<file path="config.mk">
export PLATFORM = sky130hd
export DESIGN_NAME = iomem_router
export DESIGN_NICKNAME = d
export VERILOG_FILES = /design/src/rtl/iomem_pkg.sv /design/src/rtl/iomem_addr_decode.sv /design/src/rtl/iomem_router.sv
export SDC_FILE = /design/constraint.sdc
export NUM_CORES = 1
export LEC_CHECK = 0
export ABC_AREA = 1
export BUFFER_PORTS_ARGS = -buffer_cell sky130_fd_sc_hd__clkbuf_2
export CAP_MARGIN = 20
export CELL_PAD_IN_SITES_DETAIL_PLACEMENT = 0
export CELL_PAD_IN_SITES_GLOBAL_PLACEMENT = 1
export CORE_ASPECT_RATIO = 1.4
export CORE_MARGIN = 5
export CORE_UTILIZATION = 33
export DETAILED_ROUTE_END_ITERATION = 8
export PLACE_DENSITY = 0.77
export SLEW_MARGIN = 40
export SYNTH_ARGS = -nofsm -noshare
export SYNTH_HDL_FRONTEND = slang
export SYNTH_SLANG_ARGS = --single-unit
export TNS_END_PERCENT = 10
</file>
<file path="constraint.sdc">
create_clock -name clk_i -period 1.8 [get_ports clk_i]
set_input_delay 0.09 -clock clk_i [delete_from_list [all_inputs] [get_ports clk_i]]
set_output_delay 0.09 -clock clk_i [all_outputs]
set_load 0.05 [all_outputs]
</file>
<file path="src/rtl/iomem_pkg.sv">
// Shared types and constants for the iomem router: FSM encoding, default
// timeout, the error read-data pattern and the saturating counter helper.
package iomem_pkg;

  typedef enum logic [1:0] {
    ST_IDLE   = 2'd0,
    ST_ACCESS = 2'd1,
    ST_RESP   = 2'd2
  } state_t;

  localparam int          DEFAULT_TIMEOUT = 255;
  localparam int          TCNT_W          = 16;
  localparam logic [31:0] ERR_DATA        = 32'hFFFF_FFFF;

  function automatic logic [7:0] sat_inc(input logic [7:0] v);
    return (v == 8'hFF) ? v : v + 8'd1;
  endfunction

endpackage

</file>
<file path="src/rtl/iomem_addr_decode.sv">
// Combinational address decoder: one-hot hit vector (lowest channel index
// wins on overlapping windows) plus a miss flag.
module iomem_addr_decode #(
  parameter int                     NUM_CH = 4,
  parameter logic [NUM_CH*32-1:0]   BASE   = '0,
  parameter logic [NUM_CH*32-1:0]   MASK   = '0
) (
  input  logic [31:0]       addr,
  output logic [NUM_CH-1:0] hit,
  output logic              miss
);

  logic found;

  always_comb begin
    hit   = '0;
    found = 1'b0;
    for (int k = 0; k < NUM_CH; k++) begin
      if (!found && ((addr & MASK[32*k +: 32]) == BASE[32*k +: 32])) begin
        hit[k] = 1'b1;
        found  = 1'b1;
      end
    end
    miss = !found;
  end

endmodule

</file>
<file path="src/rtl/iomem_router.sv">
// Routes a single-outstanding iomem request to one of NUM_CH peripheral
// channels, with decode-miss and ready-timeout error reporting.
module iomem_router
  import iomem_pkg::*;
#(
  parameter int                   NUM_CH  = 4,
  parameter logic [NUM_CH*32-1:0] BASE    = {32'h0300_3000, 32'h0300_2000,
                                             32'h0300_1000, 32'h0300_0000},
  parameter logic [NUM_CH*32-1:0] MASK    = {32'hFFFF_FF00, 32'hFFFF_FF00,
                                             32'hFFFF_FFFC, 32'hFFFF_FFFC},
  parameter int                   TIMEOUT = DEFAULT_TIMEOUT
) (
  input  logic                   clk_i,
  input  logic                   rst_i,
  input  logic                   iomem_valid,
  output logic                   iomem_ready,
  input  logic [3:0]             iomem_wstrb,
  input  logic [31:0]            iomem_addr,
  input  logic [31:0]            iomem_wdata,
  output logic [31:0]            iomem_rdata,
  output logic [NUM_CH-1:0]      ch_valid,
  input  logic [NUM_CH-1:0]      ch_ready,
  output logic [3:0]             ch_wstrb,
  output logic [31:0]            ch_addr,
  output logic [31:0]            ch_wdata,
  input  logic [NUM_CH*32-1:0]   ch_rdata,
  output logic                   err_irq,
  output logic [7:0]             err_cnt,
  output logic [31:0]            err_addr,
  output logic [1:0]             fsm_state
);

  // Handshake: a request is taken in IDLE when iomem_valid=1 and the previous
  // completion pulse (iomem_ready) is low; iomem_ready is a one-cycle pulse
  // registered from the RESP state, with iomem_rdata valid from that cycle on.
  localparam logic [TCNT_W-1:0] TCNT_LAST = TCNT_W'(TIMEOUT - 1);

  state_t              state, next_state;
  logic [NUM_CH-1:0]   hit;
  logic                miss;
  logic [TCNT_W-1:0]   tcnt;
  logic [31:0]         resp_data;
  logic [31:0]         sel_rdata;
  logic                sel_ready;
  logic                timeout_hit;
  logic                accept;
  logic                access_done;
  logic                access_to;
  logic                err_set;

  iomem_addr_decode #(
    .NUM_CH (NUM_CH),
    .BASE   (BASE),
    .MASK   (MASK)
  ) u_decode (
    .addr (iomem_addr),
    .hit  (hit),
    .miss (miss)
  );

  // ch_valid is one-hot, so it doubles as the read-data and ready select.
  always_comb begin
    sel_rdata = '0;
    for (int k = 0; k < NUM_CH; k++) begin
      if (ch_valid[k]) sel_rdata = ch_rdata[32*k +: 32];
    end
  end

  assign sel_ready   = |(ch_ready & ch_valid);
  assign timeout_hit = (tcnt == TCNT_LAST);
  assign fsm_state   = state;

  always_ff @(posedge clk_i) begin
    if (rst_i) state <= ST_IDLE;
    else       state <= next_state;
  end

  always_comb begin
    next_state = state;
    case (state)
      ST_IDLE: begin
        if (iomem_valid && !iomem_ready) next_state = miss ? ST_RESP : ST_ACCESS;
      end
      ST_ACCESS: begin
        if (sel_ready || timeout_hit) next_state = ST_RESP;
      end
      ST_RESP:  next_state = ST_IDLE;
      default:  next_state = ST_IDLE;
    endcase
  end

  always_comb begin
    accept      = (state == ST_IDLE) && iomem_valid && !iomem_ready;
    access_done = (state == ST_ACCESS) && sel_ready;
    access_to   = (state == ST_ACCESS) && !sel_ready && timeout_hit;
    err_set     = (accept && miss) || access_to;
  end

  always_ff @(posedge clk_i) begin
    if (rst_i) begin
      ch_valid    <= '0;
      ch_addr     <= '0;
      ch_wdata    <= '0;
      ch_wstrb    <= '0;
      tcnt        <= '0;
      resp_data   <= '0;
      iomem_ready <= 1'b0;
      iomem_rdata <= '0;
      err_irq     <= 1'b0;
      err_cnt     <= '0;
      err_addr    <= '0;
    end else begin
      if (accept) begin
        ch_addr  <= iomem_addr;
        ch_wdata <= iomem_wdata;
        ch_wstrb <= iomem_wstrb;
        tcnt     <= '0;
        if (miss) resp_data <= ERR_DATA;
        else      ch_valid  <= hit;
      end
      if (state == ST_ACCESS) tcnt <= tcnt + 1'b1;
      if (access_done) begin
        resp_data <= sel_rdata;
        ch_valid  <= '0;
      end
      if (access_to) begin
        resp_data <= ERR_DATA;
        ch_valid  <= '0;
      end
      iomem_ready <= (state == ST_RESP);
      if (state == ST_RESP) iomem_rdata <= resp_data;
      err_irq <= err_set;
      if (err_set) begin
        err_addr <= accept ? iomem_addr : ch_addr;
        err_cnt  <= sat_inc(err_cnt);
      end
    end
  end

endmodule
</file>
==> results.txt <==
Netlist cell types = 42
number of nets with antenna violations after detailed routing = 0
crit path launch type = input port
Clk Latency, worst-skew pair = 0.44 ns
Post-Synthesis Cell Area = 8780 um2
Vias/cell = 4.77
Overall Global Routing Usage = 0.197
Worst Setup End Kind = flop
final worst path period share = 0.994
Worst Skew = 0.0159 ns
wirelength, routed = 31.4 mm
WHS Endpoint = ch_addr[15]
first-pass GRT wire length = 47.9 mm
H-tree depth = 4
Root Buffer = clkbuf_16
Num Clock Sinks = 196
cell repeated most along the worst path = nor2_2
Arr. time, crit path = 2.11 ns
GRT Residual Overflow = 0
final-stage net count = 1834
Critical-path top delay cell = dlygate4sd3_1
Worst Path Buf+Inv = 4
Final HPWL DP = 21.8 mm
Hold Path Class = input port to flop
clk slew on worst S/H paths = 0.08 ns
min Tclk post-route = 1.79 ns
Post-Syn Area per Cell = 7.09 um2
r2r worst-path depth = 12
DRC viols = 0
post-synthesis sequential area ratio = 0.447
die area = 30000 um2
CTS tree = yes
crit path from = iomem_addr[2]
Placer Congestion = 0.811
port bufs = 350
Die Ht = 203 um
Post-Syn Nets = 1445
HP Start = iomem_addr[15]
largest net degree at the start of global routing = 97
CP top delay family = simple AND/OR/NAND/NOR gates
RSZ-0062 raised after global routing = true
die width = 148 um
core footprint = 26200 um2
Peak supply drop = 0.000641 V
drt first pass iters = 5
crit path cell chain = dlygate4sd3_1 > clkbuf_2 > nor2_2 > nand2_2 > nor2_4 > nand2_1 > nor2_2 > nor2_2 > nand4_2 > nand2_4 > nor2_4 > buf_12 > clkbuf_16 > a21oi_1
I/O pins = 351
crit-path max FO = 8
initial antenna violation count = 1
max-capacitance violation count = 0
achievable clock frequency = 559 MHz
crit path kind = input port to flop
final slew viol count = 0
worst hold path depth = 3
WL/cell = 16.0 um
final hold viol count = 0
vias in the first global route = 9287
power density over the cells = 900 nW/um2
status = finished, final reports clean
1st-iter DRT viols = 532
Row Count = 70
CP Depth = 14
flops & latches, synth = 196
initial core utilization = 0.335
CP Data Required Time = 2.12 ns
Slew @ Worst Pin = 0.576 ns
flop-to-flop setup slack = 0.13 ns
CTS max path bufs = 2
routed vias = 9383
CTS Buf Count = 17
FF-to-FF End = resp_data[28]
cells after synthesis = 1239
CP max stage delay = 0.53 ns
Pwr Total = 11.1 mW
Leak = 5.76 nW
Area Growth Syn to Fin = 41.0%
FF-to-FF Start = tcnt[4]
Max-slew headroom = 0.616
layout cells sized above 1 = 0.312
Ys Warns = 0
setup_tns = 0 ns
final setup fails = 0
[placed cells by master, fill, tap and decap left out, types with 3 or more instances in the layout]
cell type | synthesis | routed
nand2_2 | 5 | 8
dfxtp_2 | 0 | 9
clkbuf_2 | 2 | 350
dlygate4sd3_1 | 0 | 62
or2_2 | 29 | 29
nand2_1 | 124 | 119
nor2_4 | 3 | 11
a21oi_2 | 7 | 7
nor2_2 | 9 | 10
inv_6 | 0 | 5
buf_4 | 6 | 25
nor2_1 | 224 | 215
or2_1 | 4 | 4
o21ai_0 | 189 | 182
inv_2 | 5 | 6
dfxtp_1 | 196 | 187
clkinv_4 | 0 | 3
nand4_1 | 6 | 6
o21ai_1 | 12 | 19
nand3_1 | 57 | 56
clkbuf_16 | 0 | 21
nand2_4 | 1 | 3
inv_1 | 105 | 103
a211oi_1 | 6 | 6
ha_1 | 3 | 3
nor3_1 | 7 | 6
buf_12 | 2 | 10
a21oi_1 | 143 | 143
[per-stage QoR]
stage                     cells  worst slack (ns)  hold slack (ns)  instance area, um2   util
after floorplan            1239           -0.0665            0.257                8790      -
after global placement     1860             0.144            0.340               10900  0.416
after detailed placement   1860            0.0924            0.351               10900  0.416
after CTS                  1954            0.0259         0.000725               12100  0.462
after global routing       1966           -0.0964           0.0236               12400  0.473
final                      1966            0.0107           0.0172               12400  0.473
[per-layer routing]
layer | global-route usage | part of all wire | up-vias
met5 | 0 | 0 | -
met4 | 0.0749 | 0.032 | 0
met3 | 0.0447 | 0.054 | 50
met2 | 0.362 | 0.52 | 260
met1 | 0.221 | 0.40 | 4245
li1 | - | - | 4828
[report_power, final]
part	leakage [nW]	internal, mW	switching [mW]
clock	0.290	2.10	1.79
combinational	3.84	0.755	1.71
sequential	1.62	4.65	0.141
total	5.76	7.50	3.64
[kinds of logic (layout without fill, tap and decap cells)]
logic type,after synthesis,count (layout),share of synthesized area
DFF,196,196,0.447
AOI/OAI and AO/OA,370,370,0.220
adders and majority gates,3,3,0.00427
and+or+nand+nor,476,476,0.237
other,0,1,0
buffers and inverters,194,596,0.0923
[cells in the mapped netlist, drive strengths merged]
library cell | count | share of area
a211oi | 6 | 0.0051
a21boi | 1 | 0.00086
a21oi | 150 | 0.088
a221oi | 2 | 0.0020
a22o | 2 | 0.0020
a22oi | 1 | 0.00086
a31oi | 2 | 0.0014
buf | 26 | 0.020
clkbuf | 57 | 0.025
clkinv | 1 | 0.00043
dfxtp | 196 | 0.45
ha | 3 | 0.0043
inv | 110 | 0.047
nand2 | 130 | 0.058
nand3 | 59 | 0.036
nand3b | 1 | 0.00086
nand4 | 7 | 0.0057
nor2 | 236 | 0.11
nor3 | 8 | 0.0058
nor3b | 2 | 0.0017
o211ai | 2 | 0.0017
o21ai | 201 | 0.11
o22ai | 2 | 0.0014
o311a | 1 | 0.0011
or2 | 33 | 0.024
[worst max-delay path by stage]
stage / to / slack (ns)
3_3_place_gp: err_addr[5] / 0.14
5_1_grt: resp_data[11] / -0.1
6_report: resp_data[28] / 0.01
3_5_place_dp: err_addr[16] / 0.09
2_1_floorplan: err_addr[27] / -0.07
4_1_cts: err_addr[17] / 0.03
[final cells by class]
cell class	instances	area, um2
sequential	196	3940
clock buffer	18	429
antenna	1	2.50
tap	324	405
fill	2710	13800
timing repair buffer	453	2890
multi-input combinational	849	4140
inverter	111	418
clock inverter	14	165
[tightest hold or removal path, stage by stage]
cell and delay (ns):
clkbuf_2 0.11, o21ai_0 0.12, nor2_1 0.10
[flip-flops by register name, summed over array words and instances, names as in the netlist]
register     cells
ch_addr         32
ch_wdata        32
err_addr        32
iomem_rdata     32
resp_data       32
tcnt            16
err_cnt          8
ch_valid         4
ch_wstrb         4
fsm_state        2
err_irq          1
iomem_ready      1
[repair_timing]
| action | in CTS | in global routing |
|---|---|---|
| hold buffers | 62 | 0 |
| buffers inserted | 0 | 6 |
| gates resized for setup | 0 | 37 |
| endpoints found under the hold margin | 62 | 0 |
| endpoints found under the setup margin | 0 | 78 |
Note: power is estimated with default switching activity, not from simulation.
